<file path="src/rtl/alu_pipe.sv">
// Pipelined integer ALU with reorder-buffer tags, valid/ready handshakes, flush and global enable.
// Optional multiplier opcodes (16-19) are built only when ALU_PIPE_MUL_EN is defined.
module alu_pipe #(
    parameter int XLEN      = 32,
    parameter int ROB_WIDTH = 4,
    parameter int DEPTH     = 2
) (
    input  logic                 clk_in,
    input  logic                 rst_in,
    input  logic                 rdy_in,
    input  logic                 clear,
    input  logic                 in_valid,
    output logic                 in_ready,
    input  logic [4:0]           alu_op,
    input  logic [XLEN-1:0]      a,
    input  logic [XLEN-1:0]      b,
    input  logic [ROB_WIDTH-1:0] in_tag,
    output logic                 out_valid,
    input  logic                 out_ready,
    output logic [XLEN-1:0]      result,
    output logic [ROB_WIDTH-1:0] out_tag
);

    localparam int SHW  = $clog2(XLEN);
    localparam int LAST = DEPTH - 1;
    localparam logic [XLEN-1:0] ZERO = {XLEN{1'b0}};
    localparam logic [XLEN-1:0] FOUR = {{(XLEN-3){1'b0}}, 3'd4};

    function automatic logic [XLEN-1:0] zext_f(input logic bit_i);
        return {{(XLEN-1){1'b0}}, bit_i};
    endfunction

    function automatic logic [XLEN-1:0] alu_f(input logic [4:0] op,
                                              input logic [XLEN-1:0] x,
                                              input logic [XLEN-1:0] y);
        logic [XLEN-1:0] r;
        logic [SHW-1:0]  sh;
`ifdef ALU_PIPE_MUL_EN
        logic [2*XLEN-1:0] mx;
        logic [2*XLEN-1:0] my;
        logic [2*XLEN-1:0] prod;
        mx   = {(2*XLEN){1'b0}};
        my   = {(2*XLEN){1'b0}};
        prod = {(2*XLEN){1'b0}};
`endif
        sh = y[SHW-1:0];
        r  = ZERO;
        case (op)
            5'd0:  r = x + y;
            5'd1:  r = x - y;
            5'd2:  r = x & y;
            5'd3:  r = x | y;
            5'd4:  r = x ^ y;
            5'd5:  r = x << sh;
            5'd6:  r = x >> sh;
            5'd7:  r = $signed(x) >>> sh;
            5'd8:  r = zext_f($signed(x) < $signed(y));
            5'd9:  r = zext_f(x < y);
            5'd10: r = zext_f(x == y);
            5'd11: r = zext_f($signed(x) >= $signed(y));
            5'd12: r = zext_f(x >= y);
            5'd13: r = zext_f(x != y);
            5'd14: r = x + y - FOUR;
`ifdef ALU_PIPE_MUL_EN
            // One 2*XLEN multiply; operand extension selects signed/unsigned flavour.
            5'd16, 5'd17, 5'd18, 5'd19: begin
                mx   = (op == 5'd17 || op == 5'd18) ? {{XLEN{x[XLEN-1]}}, x} : {{XLEN{1'b0}}, x};
                my   = (op == 5'd17) ? {{XLEN{y[XLEN-1]}}, y} : {{XLEN{1'b0}}, y};
                prod = mx * my;
                r    = (op == 5'd16) ? prod[XLEN-1:0] : prod[2*XLEN-1:XLEN];
            end
`endif
            default: r = ZERO;
        endcase
        return r;
    endfunction

    logic [DEPTH-1:0]     vld_q;
    logic [DEPTH-1:0]     vld_d;
    logic [XLEN-1:0]      res_q [DEPTH];
    logic [ROB_WIDTH-1:0] tag_q [DEPTH];
    logic [DEPTH-1:0]     free_s;
    logic                 accept_s;
    logic [XLEN-1:0]      alu_res_s;

    // Stage k is free when empty or when everything downstream lets it move on.
    always_comb begin : free_chain
        logic down;
        logic cur;
        free_s = {DEPTH{1'b0}};
        down   = out_ready;
        for (int k = LAST; k >= 0; k--) begin
            cur       = !vld_q[k] || down;
            free_s[k] = cur;
            down      = cur;
        end
        in_ready  = rst_in && rdy_in && !clear && free_s[0];
        accept_s  = in_ready && in_valid;
        alu_res_s = alu_f(alu_op, a, b);
    end

    // Next-state valid bits: freeze on !rdy_in, flush on clear, else shift.
    always_comb begin
        vld_d = vld_q;
        if (!rdy_in) begin
            vld_d = vld_q;
        end else if (clear) begin
            vld_d = {DEPTH{1'b0}};
        end else begin
            if (free_s[0]) begin
                vld_d[0] = accept_s;
            end else begin
                vld_d[0] = vld_q[0];
            end
            for (int k = 1; k < DEPTH; k++) begin
                if (free_s[k]) begin
                    vld_d[k] = vld_q[k-1];
                end else begin
                    vld_d[k] = vld_q[k];
                end
            end
        end
    end

    // Stage registers; payload only moves when a valid op enters the stage.
    always_ff @(posedge clk_in or negedge rst_in) begin
        if (!rst_in) begin
            vld_q <= {DEPTH{1'b0}};
            for (int k = 0; k < DEPTH; k++) begin
                res_q[k] <= ZERO;
                tag_q[k] <= {ROB_WIDTH{1'b0}};
            end
        end else if (rdy_in) begin
            vld_q <= vld_d;
            if (!clear) begin
                if (accept_s) begin
                    res_q[0] <= alu_res_s;
                    tag_q[0] <= in_tag;
                end
                for (int k = 1; k < DEPTH; k++) begin
                    if (free_s[k] && vld_q[k-1]) begin
                        res_q[k] <= res_q[k-1];
                        tag_q[k] <= tag_q[k-1];
                    end
                end
            end
        end
    end

    assign out_valid = vld_q[LAST];
    assign result    = res_q[LAST];
    assign out_tag   = tag_q[LAST];

endmodule

</file>
<file path="config.mk">
export PLATFORM = sky130hd
export DESIGN_NAME = alu_pipe
export DESIGN_NICKNAME = d
export VERILOG_FILES = /design/src/rtl/alu_pipe.sv
export SDC_FILE = /design/constraint.sdc
export NUM_CORES = 1
export LEC_CHECK = 0
export CAP_MARGIN = 20
export CORE_UTILIZATION = 40
export CTS_CLUSTER_SIZE = 40
export DETAILED_ROUTE_END_ITERATION = 7
export REMOVE_ABC_BUFFERS = 1
export SLEW_MARGIN = 10
export SYNTH_ARGS = -nofsm -noshare
export SYNTH_HDL_FRONTEND = slang
export SYNTH_SLANG_ARGS = --single-unit
</file>
<file path="constraint.sdc">
create_clock -name clk_in -period 2.43 [get_ports clk_in]
set_input_delay 0.486 -clock clk_in [delete_from_list [all_inputs] [get_ports clk_in]]
set_output_delay 0.486 -clock clk_in [all_outputs]
set_load 0.02 [all_outputs]
</file>
==> results of run 1 <==
==> worst register-to-register path, delay by kind of cell (launching register included) <==
| family | cells | cell delay (ns) |
|---|---|---|
| AOI/OAI and AO/OA | 6 | 2.08 |
| and+or+nand+nor | 2 | 0.31 |
| DFF | 1 | 0.38 |
==> repair_timing <==
item,CTS,global route
hold buffers,0,0
setup buffers,48,24
gates cloned,4,0
gates resized for setup,357,123
endpoints found under the setup margin,33,32
pin swaps,110,75
==> synth_stat cells, types with 39 or more instances <==
cell type  instances
mux2_2            54
ha_1              98
buf_4             41
a21oi_1          130
mux4_2            39
inv_1            101
dfrtp_1           74
o21ai_0          117
nor3_1            42
nand2_1          152
nor2_1           162
xnor2_1           43
clkbuf_1          91
mux2i_1           49
==> power by group through the flow <==
stage	registers [mW]	clock network [mW]	logic, mW
final	1.42	1.40	5.29
after global routing	1.44	1.48	5.52
after CTS	1.42	1.42	4.94
after detailed placement	1.44	0	4.39
after global placement	1.43	0	4.35
after floorplan	1.51	0	1.83
==> final timing paths <==
path	to	slack, ns
max in group asynchronous	result[26]$_DFFE_PN0P_	1.30
max	res_q[63]$_DFFE_PN0P_	-1.57
max reg2reg	res_q[58]$_DFFE_PN0P_	-0.46
min in group clk_in	res_q[33]$_DFFE_PN0P_	0.48
min	res_q[32]$_DFFE_PN0P_	0.26
min reg2reg	res_q[33]$_DFFE_PN0P_	0.48
==> logic make-up after synthesis <==
group	Yosys count	share of synthesized area
simple gates	523	0.1877
flops	74	0.1393
compound gates	579	0.3029
mux	142	0.1487
fa+ha+maj	100	0.09522
buf+inv	259	0.09070
xor+xnor	54	0.03557
==> registers in the layout (all words and copies together), names as in the netlist <==
signal / cells
tag_q: 4
out_tag: 4
vld_q: 2
result: 32
res_q: 32
==> cell type report <==
class | count | area, um^2
Antenna cell | 1 | 2.502
Clock buffer | 13 | 260.3
Clock inverter | 2 | 60.06
Fill cell | 2767 | 11010
Inverter | 102 | 396.6
Multi-Input combinational cell | 1398 | 11720
Sequential cell | 74 | 1852
Tap cell | 442 | 553.0
Timing Repair Buffer | 812 | 6771
==> cell usage in the layout, fill, tap and decap left out, types with 17 or more instances in the layout <==
cell,count
buf_4,634
nor2_1,150
nand2_1,144
a21oi_1,112
inv_1,79
o21ai_0,77
dfrtp_1,74
clkdlybuf4s50_1,71
ha_1,66
mux2_2,53
buf_6,49
mux2i_1,47
mux4_2,39
xnor2_1,34
o21ai_1,30
nor3_1,29
o211ai_1,28
ha_4,24
a211oi_1,23
dlygate4sd2_1,23
nand3_1,22
inv_2,19
a21o_1,18
o221ai_1,18
a21oi_2,17
==> layer usage <==
layer,track usage,vias up,wire [um]
li1,-,7768,-
met1,0.5661,8409,29990
met2,0.6723,1089,32550
met3,0.07153,238,7281
met4,0.2127,0,4467
met5,0,-,0
==> stage by stage <==
step / TNS, ns / area (um^2) / worst slack, ns / util
4_1_cts: -29.76 / 21030 / -1.448 / 0.6446
3_3_place_gp: -58.07 / 19030 / -2.348 / 0.5833
2_1_floorplan: -99.52 / 12470 / -2.481 / -
5_1_grt: -35.59 / 21610 / -1.630 / 0.6625
3_5_place_dp: -59.81 / 19030 / -2.392 / 0.5833
6_report: -33.22 / 21610 / -1.567 / 0.6625
==> impl_metrics.ini, run 1 <==
[logic_synthesis]
syn-mean-instance-area_um2 = 7.682
yosysTopAreaCell = dfrtp_1
synth_top_area_frac = 0.1393
synth_area_leaders = dfrtp_1 14%, ha_1 9.2%, mux4_2 6.6%
synth_area_um2 = 13300
synth_cells = 1731
async_reset_ff_frac = 1.000
ys_ff_latch = 74
ys_types = 98
synthFlopType = dfrtp_1
synth_warnings = 0
synth_edf_count = 0
synth-seq-area-share = 0.1393

[clocking]
cts_root_buf = clkbuf_16
clockBufferDepth = 2
cts_tree = done
numCtsBuffers = 9
htreeDepth = 3
clkTransAtPathRegs_ns = 0.05
clock-sinks = 74
clkLatencyLatePin_ns = 0.33

[critical_path]
crit_arrival_ns = 4.24
rr_worst_depth = 8
r2r-start = vld_q[1]$_DFFE_PN0P_
critical_path.cell_chain = buf_12 > ha_4 > inv_2 > fa_2 > nand2b_4 > buf_6 > a211oi_4 > buf_4 > o41a_1 > o211a_1 > o21a_1 > o211ai_1 > or4_4 > or4_4 > or4b_1 > o211ai_1
cp.required_ns = 2.67
worst_path_max_delay_cell = or4_4
crit_start = b[0]
critPathMaxStageDelay_ns = 0.52
endpoint_kind = flop
critPathMaxFanout = 3
worst_setup_path_start_kind = primary input
path_buf_inv = 4
crit_family = simple AND/OR/NAND/NOR gates
cp.depth = 16
path_class = primary input to flop

[drt]
via_count = 17500
wl_per_cell_um = 26.12
via_per_inst = 6.155
firstDrtPassIters = 6
drtAntennaViolNets = 0
drt_wl_total_mm = 74.29
post-route-drc-count = 0
drt_iter0_markers = 1879

[power]
p_int_mw = 4.813
comb_power_share = 0.652
static-leakage-power_nw = 9.781
p_seq_frac = 0.175
p_switching_mw = 3.306
swShare = 0.4072
vdd_drop_max_mv = 0.5224
p_per_area_nw_per_um2 = 375.7
power_mw = 8.119
pwr-share-clk = 0.173

[die]
dieArea_um2 = 33980
start_util = 0.4077
io_pins = 117
coreArea_um2 = 32620
die-width_um = 184.3
rows = 66
die_y_um = 184.3

[sta]
layout_min_cycle_time_ns = 3.997
maxSlewViolCount = 0
relSlewSlack = 0.5338
worst_slew_pin_slew_ns = 0.6931
period_share = 1.645
setup_viol = 32
hold_viol_final = 0
holdWs_ns = 0.2605
finClkSkew_ns = 0.006152
max_freq_mhz = 250.2
rsz0062_at_grt = yes
layout_setup_ws_ns = -1.567

[placement]
place_hpwl_mm = 58.78
numPortBuffers = 116
place_congestion = 1.126
dp_cells = 2767

[global_route]
grt_use_total = 0.4285
overflow = 0
grt_pass1_vias = 16740
antenna_found_initial = 1
grt_max_degree = 48
grt_pass1_wl_mm = 106.5

[job]
cap_viol_max_count = 0

[final_layout]
drive_gt1_frac = 0.4444
syn_to_final_growth_pct = 62.51
finalNetCount = 2576
instances_no_fill = 2844

[status]
outcome = finished with violations
violations = setup timing

[worst_hold_path]
hold_path.class = primary input to asynchronous set/reset pin
Note: power is estimated with default switching activity, not from simulation.
==> inputs of run 2 (changes only) <==
CORE_MARGIN = 4   (was default)
==> impl_metrics.ini, run 2 (synthesis results as in run 1) <==
[status]
outcome = finished with violations
violations = setup timing

[critical_path]
r2r-start = vld_q[1]$_DFFE_PN0P_
crit_arrival_ns = 4.36
endpoint_kind = flop
cp.required_ns = 2.68
critPathMaxFanout = 2
rr_worst_depth = 9
r2r_end = res_q[58]$_DFFE_PN0P_
path_class = primary input to flop
worst_setup_path_start_kind = primary input
r2r_slack_ns = -0.41

[placement]
place_hpwl_mm = 60.29
dp_cells = 2771
numPortBuffers = 116
place_congestion = 1.132

[final_layout]
fill_cells = 2837
instances_no_fill = 2849
syn_to_final_growth_pct = 61.87
layout_common_cells = 640 x buf_4, 154 x nor2_1, 145 x nand2_1
finalNetCount = 2579
drive_gt1_frac = 0.4407
final_common_cell = buf_4

[clocking]
clkTransAtPathRegs_ns = 0.06
numCtsBuffers = 9
htreeDepth = 3
clockBufferDepth = 2
clkLatencyLatePin_ns = 0.33
cts_tree = done
clock-sinks = 74
cts_root_buf = clkbuf_16

[sta]
finClkSkew_ns = 0.008000
max_freq_mhz = 243.1
maxSlewViolCount = 0
fin_tns_setup_ns = -35.36
layout_min_cycle_time_ns = 4.114
relSlewSlack = 0.4132
rsz0062_at_grt = yes
hold_viol_final = 0
period_share = 1.693
layout_setup_ws_ns = -1.684
setup_viol = 32
worst_slew_pin_slew_ns = 0.8580

[die]
coreArea_um2 = 32700
start_util = 0.4066
rows = 66
die-width_um = 190.3
io_pins = 117
die_y_um = 190.3
dieArea_um2 = 36230

[power]
comb_power_share = 0.655
p_switching_mw = 3.390
p_per_area_nw_per_um2 = 371.2
static-leakage-power_nw = 9.695
pwr-share-clk = 0.166
vdd_drop_max_mv = 0.4246
p_seq_frac = 0.179
swShare = 0.4243
p_int_mw = 4.600

[global_route]
grt_max_degree = 66
grt_pass1_wl_mm = 106.6
overflow = 0
antenna_found_initial = 5
grt_pass1_vias = 17040
grt_use_total = 0.3901

[drt]
post-route-drc-count = 0
wl_per_cell_um = 26.83
drtAntennaViolNets = 0
drt_wl_total_mm = 76.45
firstDrtPassIters = 8
via_count = 17790
drt_iter0_markers = 2057
via_per_inst = 6.246

[job]
cap_viol_max_count = 0

[worst_hold_path]
hold_path.class = primary input to asynchronous set/reset pin
run 2: final cells by class:
type	instances	area, um^2	share of cell area
Inverter	102	390.4	0.01814
Clock buffer	10	229.0	0.01064
Timing Repair Buffer	815	6784	0.3152
Tap cell	442	553.0	0.02569
Antenna cell	2	5.005	0.0002325
Multi-Input combinational cell	1398	11640	0.5407
Sequential cell	74	1852	0.08603
Clock inverter	6	73.82	0.003429
run 2: what timing repair did:
item                       in CTS  in global routing
gates resized for setup       305                114
setup buffers                  41                 20
hold endpoints to repair        0                  0
pin swaps                     100                 72
hold buffers                    0                  0
cloned                          2                  2
setup endpoints to repair      33                 32
run 2: power groups by stage:
stage	clock network [mW]	logic, mW	registers, mW
6_report	1.33	5.23	1.43
5_1_grt	1.40	5.45	1.44
4_1_cts	1.33	4.83	1.43
3_5_place_dp	0	4.40	1.45
3_3_place_gp	0	4.35	1.43
2_1_floorplan	0	1.83	1.51
run 2: worst max-delay path by stage:
stage / slack, ns / startpoint / endpoint
3_5_place_dp: -2.54 / a[0] / res_q[54]$_DFFE_PN0P_
2_1_floorplan: -2.48 / b[2] / res_q[60]$_DFFE_PN0P_
6_report: -1.68 / b[0] / res_q[63]$_DFFE_PN0P_
3_3_place_gp: -2.41 / a[0] / res_q[60]$_DFFE_PN0P_
4_1_cts: -1.61 / b[0] / res_q[58]$_DFFE_PN0P_
5_1_grt: -1.77 / b[15] / res_q[63]$_DFFE_PN0P_
run 2: stage by stage:
| step | hold slack, ns | power [mW] | setup slack [ns] | util | cell area (um^2) |
|---|---|---|---|---|---|
| 6_report | 0.2070 | 7.990 | -1.684 | 0.6582 | 21530 |
| 3_5_place_dp | 0.4583 | 5.841 | -2.541 | 0.5834 | 19080 |
| 4_1_cts | 0.2394 | 7.585 | -1.607 | 0.6363 | 20810 |
| 3_3_place_gp | 0.4601 | 5.781 | -2.409 | 0.5834 | 19080 |
| 2_1_floorplan | 0.1904 | 3.340 | -2.481 | - | 12470 |
| 5_1_grt | 0.2446 | 8.286 | -1.766 | 0.6581 | 21520 |
run 2: worst max-delay path: stages:
cell	delay (ns)
buf_12	0.10
ha_4	0.13
inv_2	0.03
fa_2	0.37
nand2b_4	0.18
buf_6	0.13
a2111oi_4	0.34
buf_4	0.20
nor3_4	0.05
nor3b_4	0.24
buf_4	0.16
o21ai_4	0.05
a221oi_2	0.31
buf_4	0.18
nand4_1	0.20
or4_4	0.61
or4b_1	0.48
o211ai_1	0.11
run 2: metal layers:
metal,part of all wire,wire length [um],GRT usage
met5,0.00020,15,0
met4,0.066,5025,0.1812
met3,0.10,7757,0.06683
met2,0.44,33320,0.6182
met1,0.40,30340,0.5197
==> inputs of run 3 (changes only) <==
clock period = 5.05 ns   (was 2.43 ns; I/O delays follow)
==> impl_metrics.ini, run 3 (synthesis results as in run 1) <==
[status]
outcome = finished clean

[sta]
maxSlewViolCount = 0
setup_viol = 0
fin_tns_setup_ns = 0
finClkSkew_ns = 0.004080
holdWs_ns = 0.4758
layout_min_cycle_time_ns = 4.919
max_freq_mhz = 203.3
hold_viol_final = 0
rsz0062_at_grt = no
period_share = 0.9740
worst_slew_pin_slew_ns = 1.116
relSlewSlack = 0.2465

[global_route]
overflow = 0
grt_use_total = 0.3561
grt_pass1_vias = 14840
gr-usage-met2 = 0.5589
antenna_found_initial = 3
grtUsageMet1 = 0.5082
grt_max_degree = 78
use_met3 = 0.04010
grt_pass1_wl_mm = 97.17
top_usage_layer = met2

[die]
dieArea_um2 = 36230
start_util = 0.4066
die-width_um = 190.3
io_pins = 117
rows = 66
die_y_um = 190.3
coreArea_um2 = 32700

[clocking]
clock-sinks = 74
clkTransAtPathRegs_ns = 0.06
cts_root_buf = clkbuf_16
cts_tree = done
numCtsBuffers = 9
hold_buffers = 0
htreeDepth = 3
clkLatencyLatePin_ns = 0.32
clockBufferDepth = 2

[placement]
dpl_cell_area_um2 = 16490
numPortBuffers = 116
place_hpwl_mm = 55.57
place_congestion = 1.057

[final_layout]
stdcell_area_um2 = 16920
layout_common_cells = 309 x buf_4, 162 x nor2_1, 152 x nand2_1
drive_gt1_frac = 0.2401
antenna_cells = 0
syn_to_final_growth_pct = 27.26
fin_util = 0.5175
final_common_cell = buf_4
finalNetCount = 2186

[drt]
drtAntennaViolNets = 0
via_per_inst = 6.321
drt_iter0_markers = 1653
drt_wl_total_mm = 66.72
wl_per_cell_um = 27.19
post-route-drc-count = 0
via_count = 15510
firstDrtPassIters = 5

[critical_path]
endpoint_kind = flop
critPathMaxFanout = 9
worst_setup_path_start_kind = primary input
crit_arrival_ns = 5.16
cp.required_ns = 5.29
path_class = primary input to flop

[job]
cap_viol_max_count = 0

[power]
static-leakage-power_nw = 7.354
vdd_drop_max_mv = 0.1911
p_per_area_nw_per_um2 = 193.7

[worst_hold_path]
hold_path.class = flop to flop
## run 3: what timing repair did
| action | 4_1_cts | 5_1_grt |
|---|---|---|
| gates resized for setup | 1 | 21 |
| endpoints found under the setup margin | 1 | 9 |
| buffers inserted | 0 | 1 |
| pin swaps | 0 | 7 |
## run 3: power by group
part           switching, mW  internal, mW  total, mW
combinational           1.10         0.809       1.91
clock                  0.236         0.446      0.682
sequential            0.0308         0.652      0.683
total                   1.37          1.91       3.28
## run 3: worst paths after layout
kind                                         end  cells past startpoint                   from  slack [ns]
max                        res_q[63]$_DFFE_PN0P_                     15                   a[3]        0.13
min                        res_q[46]$_DFFE_PN0P_                      2  res_q[46]$_DFFE_PN0P_        0.48
max reg2reg                res_q[58]$_DFFE_PN0P_                      9   vld_q[1]$_DFFE_PN0P_        2.24
min reg2reg                res_q[46]$_DFFE_PN0P_                      2  res_q[46]$_DFFE_PN0P_        0.48
max in group asynchronous  res_q[47]$_DFFE_PN0P_                      2                 rst_in        3.53
min in group asynchronous  result[5]$_DFFE_PN0P_                      1                 rst_in        0.61
## run 3: critical path, stage by stage
cell,delay (ns)
clkdlybuf4s50_1,0.42
buf_4,0.18
ha_1,0.32
nor2_4,0.19
a211oi_4,0.09
buf_4,0.14
o41a_1,0.40
o211a_1,0.31
buf_4,0.16
nor3_2,0.13
o211ai_1,0.14
or4_4,0.50
or4_4,0.54
or4b_1,0.53
o211ai_1,0.10
## run 3: area by class of cell
type	instances	area (um^2)
Tap cell	442	553.0
Clock buffer	10	239.0
Fill cell	3312	15780
Clock inverter	6	87.58
Timing Repair Buffer	422	3441
Inverter	102	382.9
Multi-Input combinational cell	1398	10370
Sequential cell	74	1852
## run 3: metal layers
metal,share of wire,wire (um)
met1,0.43,28910
met4,0.043,2844
met3,0.081,5434
met2,0.44,29510
met5,0.00025,17
## run 3: stage by stage
stage	power, mW	std cells	worst slack, ns
finish	3.278	2454	0.1312
floorplan	1.607	1574	-0.3848
detailed placement	2.530	2437	-0.3343
global route	3.426	2454	0.003531
global placement	2.524	2437	-0.2395
CTS	3.227	2453	0.0008731
